File: config.mk
export PLATFORM = sky130hd
export DESIGN_NAME = matmul_op_sequencer
export DESIGN_NICKNAME = d
export VERILOG_FILES = /design/src/rtl/matmul_op_sequencer.sv
export SDC_FILE = /design/constraint.sdc
export NUM_CORES = 1
export LEC_CHECK = 0
export CAP_MARGIN = 25
export CORE_MARGIN = 2
export CORE_UTILIZATION = 44
export CTS_CLUSTER_DIAMETER = 40
export DETAILED_ROUTE_END_ITERATION = 8
export GPL_TIMING_DRIVEN = 0
export HOLD_SLACK_MARGIN = 0.06
export PLACE_DENSITY_LB_ADDON = 0.08
export SLEW_MARGIN = 20
export SYNTH_ARGS = -nofsm -noshare
export SYNTH_HDL_FRONTEND = slang
export SYNTH_SLANG_ARGS = --single-unit
File: constraint.sdc
create_clock -name clk_i -period 1.85 [get_ports clk_i]
set_input_delay 0.555 -clock clk_i [delete_from_list [all_inputs] [get_ports clk_i]]
set_output_delay 0.555 -clock clk_i [all_outputs]
set_load 0.03 [all_outputs]
File: src/rtl/matmul_op_sequencer.sv
// rtl/matmul_op_sequencer.sv - command sequencer for the systolic matmul datapath
module matmul_op_sequencer #(
    parameter int  DATA_WIDTH     = 8,
    parameter int  BUS_WIDTH      = 16,
    parameter int  SP_SEL_WIDTH   = 2,
    parameter int  TIMEOUT_CYCLES = 32,
    localparam int MAX_DIM        = BUS_WIDTH / DATA_WIDTH,
    localparam int NUM_PE         = MAX_DIM * MAX_DIM
) (
    input  logic                    clk_i,
    input  logic                    rst_ni,
    input  logic                    cmd_valid_i,
    output logic                    cmd_ready_o,
    input  logic [1:0]              cmd_n_dim_i,
    input  logic [1:0]              cmd_k_dim_i,
    input  logic [1:0]              cmd_m_dim_i,
    input  logic                    cmd_mode_i,
    input  logic [SP_SEL_WIDTH-1:0] cmd_c_sel_i,
    input  logic [SP_SEL_WIDTH-1:0] cmd_dst_sel_i,
    output logic                    mul_start_o,
    output logic [1:0]              mul_n_dim_o,
    output logic [1:0]              mul_k_dim_o,
    output logic [1:0]              mul_m_dim_o,
    output logic                    mul_mode_o,
    input  logic                    mul_finish_i,
    input  logic [NUM_PE-1:0]       mul_flags_i,
    output logic [SP_SEL_WIDTH-1:0] sp_rd_sel_o,
    output logic                    sp_wr_en_o,
    output logic [SP_SEL_WIDTH-1:0] sp_wr_sel_o,
    output logic                    busy_o,
    output logic                    done_o,
    output logic                    err_o,
    output logic [NUM_PE-1:0]       flags_o
);

    localparam logic [7:0] TMO_LAST = 8'(TIMEOUT_CYCLES - 1);

    typedef enum logic [2:0] {
        S_IDLE,
        S_CHECK,
        S_SETUP,
        S_RUN,
        S_WRITE,
        S_DONE,
        S_ERR
    } state_e;

    state_e                  state_q, state_d;
    logic [1:0]              n_q, k_q, m_q;
    logic                    mode_q;
    logic [SP_SEL_WIDTH-1:0] c_sel_q, dst_q;
    logic [NUM_PE-1:0]       flags_q;
    logic [7:0]              tmo_q;
    logic                    dims_ok;

    function automatic logic dim_ok(input logic [1:0] d);
        return int'(d) < MAX_DIM;
    endfunction

    assign dims_ok = dim_ok(n_q) && dim_ok(k_q) && dim_ok(m_q);

    always_comb begin
        state_d = state_q;
        case (state_q)
            S_IDLE:  if (cmd_valid_i) state_d = S_CHECK;
            S_CHECK: state_d = dims_ok ? S_SETUP : S_ERR;
            S_SETUP: state_d = S_RUN;
            // finish wins over a timeout landing in the same cycle
            S_RUN: begin
                if (mul_finish_i)          state_d = S_WRITE;
                else if (tmo_q == TMO_LAST) state_d = S_ERR;
            end
            S_WRITE: state_d = S_DONE;
            S_DONE:  state_d = S_IDLE;
            S_ERR:   state_d = S_IDLE;
            default: state_d = S_IDLE;
        endcase
    end

    always_ff @(posedge clk_i or negedge rst_ni) begin
        if (!rst_ni) begin
            state_q <= S_IDLE;
            n_q     <= '0;
            k_q     <= '0;
            m_q     <= '0;
            mode_q  <= 1'b0;
            c_sel_q <= '0;
            dst_q   <= '0;
            flags_q <= '0;
            tmo_q   <= '0;
        end else begin
            state_q <= state_d;
            if (state_q == S_IDLE && cmd_valid_i) begin
                n_q     <= cmd_n_dim_i;
                k_q     <= cmd_k_dim_i;
                m_q     <= cmd_m_dim_i;
                mode_q  <= cmd_mode_i;
                c_sel_q <= cmd_c_sel_i;
                dst_q   <= cmd_dst_sel_i;
                flags_q <= '0;
            end
            if (state_q == S_RUN) begin
                tmo_q <= tmo_q + 8'd1;
                if (mul_finish_i) flags_q <= mul_flags_i;
            end else begin
                tmo_q <= '0;
            end
        end
    end

    // every output is a decode of state or a register: no input-to-output path
    assign cmd_ready_o = (state_q == S_IDLE);
    assign busy_o      = (state_q != S_IDLE);
    assign mul_start_o = (state_q == S_RUN) || (state_q == S_WRITE);
    assign sp_wr_en_o  = (state_q == S_WRITE);
    assign done_o      = (state_q == S_DONE);
    assign err_o       = (state_q == S_ERR);
    assign mul_n_dim_o = n_q;
    assign mul_k_dim_o = k_q;
    assign mul_m_dim_o = m_q;
    assign mul_mode_o  = mode_q;
    assign flags_o     = flags_q;
    assign sp_wr_sel_o = (state_q == S_WRITE) ? dst_q : '0;
    assign sp_rd_sel_o = (state_q == S_SETUP || state_q == S_RUN || state_q == S_WRITE)
                         ? c_sel_q : '0;

endmodule

==> results of run 1 <==
==> logic make-up (layout without fill, tap and decap cells) <==
kind of cell	Yosys count	after routing	synth area share, %
AND/OR/NAND/NOR	38	38	19.9
flip-flops	26	26	55.1
AO/OA/AOI/OAI	12	12	7.32
multiplexers	12	12	11.3
buffers and inverters	7	62	2.97
XOR/XNOR	3	3	2.23
adder cells (fa/ha/maj)	1	1	1.06
==> stage by stage <==
step | hold slack (ns) | instances | setup TNS, ns | area (um^2) | worst slack [ns]
6_report | 0.189 | 184 | -0.892 | 1810 | -0.148
5_1_grt | 0.221 | 184 | -1.49 | 1810 | -0.237
4_1_cts | 0.222 | 177 | -0.498 | 1720 | -0.116
3_5_place_dp | 0.485 | 168 | -7.18 | 1610 | -0.559
3_3_place_gp | 0.483 | 168 | -10.15 | 1620 | -0.557
2_1_floorplan | 0.259 | 99 | -0.161 | 1190 | -0.0804
==> per-layer routing <==
| layer | vias up | part of all wire [%] |
|---|---|---|
| li1 | 467 | - |
| met1 | 462 | 43 |
| met2 | 31 | 48 |
| met3 | 4 | 6.0 |
| met4 | 0 | 2.4 |
| met5 | - | 0 |
==> final timing paths <==
kind	from	end	slack, ns	cells after the start
setup reg to reg	state_q[1]$_DFFE_PN0P_	dst_q[1]$_DFFE_PN0P_	0.12	4
hold / removal	rst_ni	tmo_q[4]$_DFF_PN0_	0.19	1
setup / recovery	state_q[1]$_DFFE_PN0P_	sp_rd_sel_o[1]	-0.15	5
min in group clk_i	flags_o[3]$_DFF_PN0_	flags_o[3]$_DFF_PN0_	0.51	1
max in group asynchronous	rst_ni	state_q[1]$_DFFE_PN0P_	1.25	1
hold reg to reg	flags_o[3]$_DFF_PN0_	flags_o[3]$_DFF_PN0_	0.51	1
==> critical path: cells and delay by family, from the launching register on <==
family        cells  cell delay, ns
buf+inv           2            0.31
flops             1            0.46
mux               1            0.10
simple gates      2            0.24
==> timing repair <==
action,4_1_cts,5_1_grt
cloned,0,0
buffers inserted,5,7
setup endpoints to repair,21,10
pin swaps,1,2
resized for setup,86,13
==> state kept, by name (all words and copies together), names as in the netlist <==
register	count
mul_n_dim_o	2
mul_mode_o	1
flags_o	4
state_q	3
c_sel_q	2
mul_k_dim_o	2
dst_q	2
tmo_q	8
mul_m_dim_o	2
==> synthesized netlist by cell type <==
cell type | n | area (um^2)
xnor2_1 | 1 | 8.76
nor2_1 | 7 | 26.3
and3_1 | 3 | 18.8
nor3_1 | 3 | 15.0
xor2_1 | 2 | 17.5
nand4_1 | 2 | 12.5
o21ai_0 | 1 | 5.00
and2_1 | 1 | 6.26
clkbuf_1 | 1 | 3.75
buf_4 | 2 | 15.0
o211ai_1 | 1 | 7.51
nand3b_4 | 1 | 20.0
a211o_1 | 1 | 8.76
dfrtp_1 | 26 | 651
nand3_1 | 3 | 15.0
ha_1 | 1 | 12.5
nor4b_2 | 1 | 15.0
and4b_1 | 1 | 10.0
nor2b_1 | 2 | 12.5
buf_2 | 1 | 5.00
and4_1 | 1 | 8.76
o31ai_1 | 1 | 7.51
nand2_1 | 6 | 22.5
mux2i_1 | 1 | 10.0
mux2_2 | 11 | 124
a21oi_1 | 3 | 15.0
or4_1 | 2 | 15.0
a22o_1 | 4 | 35.0
and3b_1 | 2 | 17.5
inv_1 | 3 | 11.3
nand3b_1 | 1 | 7.51
or3_1 | 1 | 6.26
nand2b_1 | 1 | 6.26
a211oi_1 | 1 | 7.51
==> power groups by stage <==
stage	clock, mW	sequential [mW]	combinational [mW]
floorplan	0	1.14	0.725
global placement	0	0.920	1.50
detailed placement	0	0.929	1.52
CTS	0.399	0.894	1.62
global route	0.435	0.928	1.94
finish	0.407	0.899	1.83
==> area by class of cell <==
cell class | count | area (um^2)
fill | 180 | 692
sequential | 26 | 652
multi-input combinational | 66 | 529
timing repair buffer | 51 | 478
buffer | 4 | 47.5
tap | 30 | 37.5
clock inverter | 1 | 30.0
clock buffer | 3 | 22.5
inverter | 3 | 11.3
==> summary.md, run 1 <==
40 I/O pins were placed. The arrival time reported for the critical path endpoint was 1.44 ns; the maximum clock insertion buffer count was 2. The logs give 0 for the sum of overflow across all layers after global routing and 0 for the number of max-cap violations. The first global-routing pass estimated 4440 um of wire. Counting flops and latches in the post-synthesis netlist gives 26. The initial antenna violation count is 0, and the power per unit of standard cell area is 1730 mW/mm^2. The tools report the routability congestion estimate from global placement as 0.720. In the layout the commonest cells are dfrtp_1 (25), clkdlybuf4s50_1 (17), buf_6 (12), buf_4 (12). Final clock period utilization by the worst path: 108%. The placed wire-length estimate after detailed placement was 1750 um; the cell area after synthesis was 0.00118 mm^2. The number of nets handed over by synthesis was 119. Between clock sinks in the finished design, the worst skew comes to 0.00283 ns.

Of all nets on the critical path, the largest fanout is 7. For the combinational group share of total power, the log shows 58.3%. The cell at the root of the clock tree was clkbuf_4.

The die is 55.8 um tall. The number of I/O port buffers is 39, and the fraction of met1 tracks used by global routing is 21.8%. The maximum cell stage delay along the critical path came out at 0.46 ns. Counting the buffers created by CTS gives 3. STA classifies the critical path startpoint as a flop. The average cell area after synthesis is 11.9 um^2. Setup violations remaining at the end of the flow were counted as 9. Entering global routing, the biggest net connects 27 pins. The count of inserted antenna diode cells is 0, and the total power is 3.13 mW. The analysis attributes to cell leakage a power of 0.866 nW. Internal power comes to 1.85 mW.

The routed length per instance is 15.3 um. The logs give 1 for the number of levels the H-tree was split into and 26 for the CTS sink count. The number of hold buffers added after CTS was 0.

The die covers 0.00311 mm^2. The tools report the power spent charging and discharging nets as 1.28 mW. Once the floorplan was initialized, standard cells occupied 47.2% of the core. Setup repair after global routing could not meet its margin everywhere. The final reports fail on setup timing.

The tools report the number of detailed-route iterations in the first pass as 4. In the routed layout, each cell is associated on average with a via count of 5.24. The run gives 0 as the number of nets still failing antenna checks after routing. The portion of total power attributed to the clock network is 13.0%. For the peak supply drop, the log shows 1.25 mV. The worst setup path is captured at an output pin.

For the minimum setup slack in the final design, the log shows -0.148 ns. The met3 global-route usage is 4.65%, and the share of the core filled with cells in the final layout is 72.3%. For this run, the number of Yosys warnings is 0. Of the synthesized area, sequential elements account for 55.1%. The library cell used most frequently in the layout, excluding fill and tap cells, is dfrtp_1.

In this run the worst hold path is classified as primary input to asynchronous set/reset pin. Routing usage on met2: 30.4%. The run finished, with violations left.

The number of global-route vias before repair was 991; the switching share of power was 41.0%. Walking the worst path, the cells encountered are buf_8 > nor2_4 > mux2i_2 > nor2b_1 > buf_4. Global routing used 17.9% of the available tracks across all layers. The overall routed net length was 2810 um; the number of DRC violations after detailed-routing iteration 0 was 11.

For the number of unique standard cell types used by synthesis, the log shows 34. Synthesis handed over a netlist of 99 instances. For this run, design rule violations remaining after detail routing come to 0. For the worst-case headroom to the max-slew limit, the log shows 61.3%. TritonCTS built the clock tree. After clock tree synthesis, the clock-pin slew on the worst setup and hold paths is 0.15 ns. For this run, the top clock speed supported by timing is 0.500 GHz. The routed design could run at a clock period as short as 2.00 ns.

The horizontal die dimension was 55.8 um; the sequential share of power was 28.7%. For the worst-skew pair, the clock arrives at the later sink with an insertion delay of 0.34 ns. The number of failing hold endpoints at the final stage is 0, and the slew at the pin closest to its max-slew limit is 0.580 ns. The number of max-slew violations in the final report was 0. The region available for standard cell placement spans 0.00250 mm^2.

In the final design database the tool counted 175 nets. Row generation in the floorplan step produced 18 rows. Compared with the post-synthesis result, the final layout area differs by 53.2%. Among all stages on the critical path, the largest delay is contributed by dfrtp_2. The global routing stage identified its most utilized layer as met2. For the worst setup path, the data required time is 1.29 ns. The worst setup path is of the flop to output pin kind. The run gives 964 as the total number of vias. Cells with a size suffix above 1 make up 33.8% of the layout.
Power figures use the tool's default switching activity.
==> inputs of run 2 (changes only) <==
--- a/config.mk
+++ b/config.mk
@@ -5,12 +5,12 @@
 export SDC_FILE = /design/constraint.sdc
 export NUM_CORES = 1
 export LEC_CHECK = 0
-export CAP_MARGIN = 25
+export CAP_MARGIN = 40
 export CORE_MARGIN = 2
-export CORE_UTILIZATION = 44
+export CORE_UTILIZATION = 57
 export CTS_CLUSTER_DIAMETER = 40
 export DETAILED_ROUTE_END_ITERATION = 8
-export GPL_TIMING_DRIVEN = 0
+export DONT_BUFFER_PORTS = 1
 export HOLD_SLACK_MARGIN = 0.06
 export PLACE_DENSITY_LB_ADDON = 0.08
 export SLEW_MARGIN = 20
==> run 2 against run 1 <==
Effect of this change:
- clock skew increased by 0.0029 ns
- the run still ends with setup timing left
- largest power group is now sequential cells
- global-route usage increased by 4.0 points
- sequential share of layout area increased by 9.6 points
- largest cell class unchanged
- flip-flop and latch count unchanged
- utilization increased by 0.38 points
- fmax increased by 5.1%
- combinational power decreased by 38%
==> summary.md, run 2 (synthesis results as in run 1) <==
The run finished, with violations left. The final reports fail on setup timing. Number of DRC violations after detailed-routing iteration 0: 16. The run gives 0 as the initial antenna violation count.

After global routing the overflow that remains totals 0. Routability congestion estimate from global placement: 0.780. Of the total power, combinational logic draws 43.7%. Leaving out filler cells and counting taps, the final layout contains 144. The die is 49.5 um wide. The number of global-route vias before repair is 958. The worst pin sits at a relative slew slack of 78.4%. The placed wire-length estimate after detailed placement was 1510 um.

The root buffer cell chosen for the clock tree is clkbuf_4. Leaving out fill and tap cells, the most frequent cell in the layout is dfrtp_1. The peak supply drop was 1.02 mV.

The internal power is 1.42 mW, and the power per unit of standard cell area is 1810 mW/mm^2. The final clock skew was 0.00576 ns; the minimum setup slack in the final design was -0.0519 ns. The worst setup path is captured at an output pin. The share of total power dissipated in the clock network is 11.1%. The run gives 4 as the number of detailed-route iterations in the first pass. Cells fill 72.7% of the core in the end.

Once detail routing completed, the nets flagged for antenna violations numbered 0. TritonCTS built the clock tree. The repair_antennas step left the layout with diodes totalling 0. For the required time at the worst-slack endpoint, the log shows 1.29 ns. The tools report the post-route cell area as 0.00143 mm^2.

The register with the most flip-flops in the layout has 8 of them. The post-detailed-route DRC marker count is 0, and the minimum hold slack is 0.365 ns. Area of the core: 0.00196 mm^2. The worst setup slack after placement came out at 0.169 ns. The logs give 3 for the CTS buffer count and 0.663 nW for the leakage power.

The logs give 138 for the number of nets in the final layout and 40 for the total I/O pin count. The proportion of layout cells with a drive suffix above 1 was 38.5%; the die height was 49.5 um. Setup violations remaining at the end of the flow were counted as 2. No sink is reached through more buffers than the 2 on the longest clock path. The final route contains 859 vias. The library cells used most frequently in the layout, excluding fill and tap cells, are dfrtp_1 (25), mux2_2 (11), buf_4 (11), nand2_1 (5), nor2_1 (5).

Total power for the finished layout comes to 2.58 mW. In the finished design, the share of the clock period the worst path needs comes to 103%. The register containing the most flip-flops in the final layout was tmo_q.

The overall routed net length was 2420 um; the number of max-cap violations was 0. After clock tree synthesis, the clock-pin slew on the worst setup and hold paths is 0.14 ns. After detailed placement, the total cell area comes to 0.00126 mm^2. The number of failing hold endpoints at the final stage came out at 0. Among cell families on the critical path, the largest total delay comes from flip-flops. The run gives 16 as the number of core rows. Traced cell by cell, the critical path runs through buf_6 > mux2i_2 > nor2b_1 > buf_4. The tools report the global-route usage over all layers as 21.9%. Setup repair after global routing could not meet its margin everywhere. The tools report the element type at the critical path start as a flop.

Entering global routing, the biggest net connects 27 pins. The tools report the number of levels the H-tree was split into as 1. The count of buffers added on input and output ports is 0.

The smallest clock period supported by the final layout is computed as 1.90 ns. For the CTS sink count, the log shows 26. The classification of the worst setup path was flop to output pin.

For the worst setup path, the data arrival time is 1.35 ns. The number of max-slew violations in the final report came out at 0. The cell type of the slowest stage on the worst timing path is dfrtp_1.

The floorplan step defined a die boundary enclosing 0.00245 mm^2. Counting tap cells, the placed design contains a total of 130 instances. Derived from the worst setup path, the maximum achievable clock frequency is 0.526 GHz.

The critical path contains buffers and inverters numbering 2 combined. Dividing the detail-routed wire length by the instance count gives 16.8 um. The tools report the setup total negative slack as -0.0996 ns. Relative to the synthesized area, the layout overhead comes to 20.9%. The slew at the pin closest to its max-slew limit was 0.324 ns; the power spent charging and discharging nets was 1.16 mW.

The first global-routing pass estimated 4080 um of wire. Dividing the detail-routed via count by the number of cells gives 5.97. Once the floorplan was initialized, standard cells occupied 60.1% of the core. Clock latency on the worst-skew pair, taken at its later pin, is 0.32 ns. In this design, the stage delay of the slowest critical-path cell is 0.45 ns. Of all nets on the critical path, the largest fanout is 8. In this run, flip-flops and latches consume 45.2% of the power.

The worst min-delay path category was primary input to flop. Net switching is 44.8% of the power.
-- run 2: cell types whose count changed in the layout (fill, tap and decap cells not counted), moves of 2 or more --
cell	before	now
and3_2	0	2
buf_6	12	4
clkdlybuf4s50_1	17	0
dlygate4sd2_1	11	0
and3_1	3	1
-- run 2: worst paths after layout --
check | from | to | slack, ns | cells past startpoint
hold / removal | mul_flags_i[2] | flags_o[2]$_DFF_PN0_ | 0.37 | 1
setup reg to reg | state_q[2]$_DFFE_PN0P_ | mul_m_dim_o[1]$_DFFE_PN0P_ | 0.16 | 5
min in group asynchronous | rst_ni | flags_o[1]$_DFF_PN0_ | 0.65 | 2
max in group asynchronous | rst_ni | state_q[2]$_DFFE_PN0P_ | 1.04 | 2
hold reg to reg | c_sel_q[1]$_DFFE_PN0P_ | c_sel_q[1]$_DFFE_PN0P_ | 0.52 | 1
setup / recovery | state_q[1]$_DFFE_PN0P_ | sp_rd_sel_o[1] | -0.05 | 4
-- run 2: power by group through the flow --
stage | logic (mW) | registers (mW) | clock network [mW]
final | 1.13 | 1.17 | 0.286
after global routing | 1.22 | 1.20 | 0.314
after CTS | 1.06 | 1.16 | 0.292
after detailed placement | 0.870 | 1.20 | 0
after global placement | 0.858 | 1.19 | 0
after floorplan | 0.725 | 1.14 | 0
-- run 2: metal layers --
layer | global-route usage (%) | vias to the layer above | share of wire [%]
met2 | 36.0 | 42 | 51
li1 | - | 396 | -
met1 | 27.5 | 419 | 40
met3 | 7.27 | 2 | 8.3
met5 | 0 | - | 0
met4 | 6.48 | 0 | 0.62
-- run 2: worst reg2reg max path: cells and delay by family (launching register included) --
family / cells / cell delay, ns
flops: 1 / 0.43
mux: 1 / 0.34
buf+inv: 3 / 0.53
simple gates: 1 / 0.30
-- run 2: timing repair --
item	CTS	global route
endpoints found under the hold margin	26	0
hold buffers	2	0
resized for setup	11	6
setup buffers	6	2
pin swaps	2	3
setup endpoints to repair	10	10
-- run 2: final cells by class --
| type | count | area (um^2) |
|---|---|---|
| clock buffers | 4 | 36.3 |
| multi-input cells | 66 | 531 |
| repair buffers | 18 | 163 |
| well taps | 27 | 33.8 |
| fillers | 163 | 536 |
| inverters | 3 | 11.3 |
| flip-flops and latches | 26 | 652 |
==> inputs of run 3 (changes only) <==
--- a/config.mk
+++ b/config.mk
@@ -12,6 +12,7 @@
 export DETAILED_ROUTE_END_ITERATION = 8
 export DONT_BUFFER_PORTS = 1
 export HOLD_SLACK_MARGIN = 0.06
+export MAX_ROUTING_LAYER = met4
 export PLACE_DENSITY_LB_ADDON = 0.08
 export SLEW_MARGIN = 20
 export SYNTH_ARGS = -nofsm -noshare
==> constraint.sdc (replaced) <==
create_clock -name clk_i -period 2.02 [get_ports clk_i]
set_input_delay 0.606 -clock clk_i [delete_from_list [all_inputs] [get_ports clk_i]]
set_output_delay 0.606 -clock clk_i [all_outputs]
set_load 0.03 [all_outputs]
==> run 3 against run 2 <==
Effect of this change:
- the flow now finishes without violations
- critical path depth shrank 1
- global-route usage shrank 0.81 points
- via count shrank 9.2%
- critical endpoint is now sp_rd_sel_o[0]
- largest cell class unchanged
- largest power group unchanged
==> summary.md, run 3 (synthesis results as in run 1) <==
The run finished with clean final reports. Across all register-to-register paths, the minimum setup slack is 0.36 ns. The routed length per instance was 16.6 um. Via density per instance: 5.69. In this run the worst hold path is classified as primary input to asynchronous set/reset pin. Across the run, the number of max-cap violations was 0. The logs give 828 for the number of global-route vias before repair and 0.00126 mm^2 for the cell area reported after detailed placement. After layout, the worst setup slack is 0.0110 ns. Number of failing hold endpoints at the final stage: 0. For the worst setup path, the data arrival time is 1.40 ns.

The worst setup slack after placement was 0.298 ns; the maximum fanout count along the critical path was 14. In this run, placement finished with an instance count of 131. The register with the most flip-flops in the layout has 8 of them. At the worst endpoint, the required time is 1.41 ns. The number of detailed-route iterations in the first pass came out at 4. In the final design database the tool counted 131 nets.

The tools report the post-route cell area as 0.00138 mm^2. The proportion of layout cells with a drive suffix above 1 is 30.9%. The signal on the critical path passes through mux2i_4 > nor2b_1 > buf_4. The overall routed net length was 2280 um; the post-detailed-route DRC marker count was 0. The logs give 156 for the count of fill cells added during filler insertion and 0 for the number of setup violations in the final report. Across the whole layout, storage elements account for 652 um^2. Summing over every cut layer, the via total after detailed routing is 780. The detail route stage leaves a number of antenna-violating nets equal to 0. At the pin with the least slew margin, the transition time is 0.326 ns. Setup total negative slack on the finished layout was measured at 0 ns. The startpoint of the lowest-slack register-to-register path was state_q[2]$_DFFE_PN0P_. Timing would allow up to 0.498 GHz. Between clock sinks in the finished design, the worst skew comes to 0.00101 ns. The run gives 1.01 mV as the peak supply drop. The minimum clock period after layout was 2.01 ns.

In the layout the commonest cells are dfrtp_1 (25), mux2_2 (11), buf_4 (9), nor2_1 (6), nand2_1 (5). The maximum cell stage delay along the critical path is 0.56 ns. The longest clock path from root to sink contains 2 buffers. For the initial antenna violation count, the log shows 0. The tools report the critical path endpoint category as an output pin. The placed wire-length estimate after detailed placement was 1580 um; the effective utilization at floorplan was 60.1%. For this design, the sink count on the clock tree is 26. The slowest stage of the critical path belongs to the cell dfrtp_2.

The run gives 0 as the number of max-slew violations in the final report. The number of antenna diodes in the final layout is 0. After clock tree synthesis, the clock-pin slew on the worst setup and hold paths is 0.14 ns.

The leakage power is 0.635 nW, and the number of levels the H-tree was split into is 1. The element type at the critical path start was a flop. The routability congestion estimate from global placement came out at 0.782.

For the global-route usage over all layers, the log shows 21.1%. The endpoint of the worst register-to-register path is mul_m_dim_o[1]$_DFFE_PN0P_. Leaving out fill and tap cells, the most frequent cell in the layout is dfrtp_1. Summing all multi-input logic gate instances after layout gives 528 um^2. The total I/O pin count was 40; the final clock period utilization by the worst path was 99.5%.

The classification of the worst setup path is flop to output pin. For the wire length of the first global-routing pass, the log shows 3820 um. The number of cell instances on the worst register-to-register path is 4. For the number of DRC violations after detailed-routing iteration 0, the log shows 14. The tools report the post-route non-filler standard cell count as 137. The die height is 49.5 um.

The startpoint of the most critical setup path was state_q[2]$_DFFE_PN0P_. For the worst-skew pair, the clock arrives at the later sink with an insertion delay of 0.32 ns. The die covers 0.00245 mm^2. The design draws 2.35 mW. The die is 49.5 um wide.

During placement, the flow inserted port buffers numbering 0. The share of the core filled with cells in the final layout was 70.2%. TritonCTS built the clock tree. The region available for standard cell placement spans 0.00196 mm^2. For the number of core rows, the log shows 16. Register containing the most flip-flops in the final layout: tmo_q. The tools report the minimum hold slack as 0.0777 ns.

From synthesis to final layout, the design area changed by 16.6%. Global routing finished with a remaining overflow of 0. For this design the ratio of total power to cell area is 1710 mW/mm^2. Setup repair after global routing could not meet its margin everywhere.

The pin count of the biggest net entering global routing is 27. In this run the worst setup path terminates at sp_rd_sel_o[0]. In this run the clock root is driven by a clkbuf_4. The logs give 3 for the CTS buffer count and 78.3% for the worst-case headroom to the max-slew limit.
-- run 3: cell types whose count changed in the layout (fill, tap and decap cells not counted), sizes merged --
cell	before	now
buf	17	11
bufinv	0	1
clkbuf	4	3
dlygate4sd3	1	0
-- run 3: report_power, final --
part | internal (mW) | switching (mW)
Clock | 0.201 | 0.153
Combinational | 0.411 | 0.489
Sequential | 0.708 | 0.390
-- run 3: worst max-delay path: cells and delay by family, from the launching register on --
kind,cells,cell delay (ns)
muxes,1,0.30
DFF,1,0.56
and+or+nand+nor,1,0.07
buffers and inverters,1,0.16
-- run 3: worst min-delay path by stage --
stage,from,to
2_1_floorplan,rst_ni,c_sel_q[0]$_DFFE_PN0P_
3_3_place_gp,rst_ni,tmo_q[5]$_DFF_PN0_
3_5_place_dp,rst_ni,tmo_q[7]$_DFF_PN0_
4_1_cts,rst_ni,tmo_q[7]$_DFF_PN0_
5_1_grt,rst_ni,flags_o[2]$_DFF_PN0_
6_report,rst_ni,flags_o[0]$_DFF_PN0_
-- run 3: final cells by class --
class / count / share of cell area [%]
sequential: 26 / 47.4
multi-input combinational: 66 / 38.4
clock inverter: 1 / 2.18
timing repair buffer: 11 / 7.18
inverter: 3 / 0.818
tap: 27 / 2.45
clock buffer: 3 / 1.64
-- run 3: timing repair --
item	in CTS	in global routing
endpoints found under the hold margin	26	0
buffers inserted	0	1
hold buffers	1	0
gates resized for setup	2	7
endpoints found under the setup margin	3	4
-- run 3: routing by layer --
| metal | share of wire, % | track usage [%] | vias up |
|---|---|---|---|
| met3 | 6.5 | 5.45 | 4 |
| met2 | 49 | 34.0 | 34 |
| li1 | - | - | 373 |
| met4 | 1.6 | 8.80 | 0 |
| met1 | 43 | 25.2 | 369 |
| met5 | 0 | - | - |
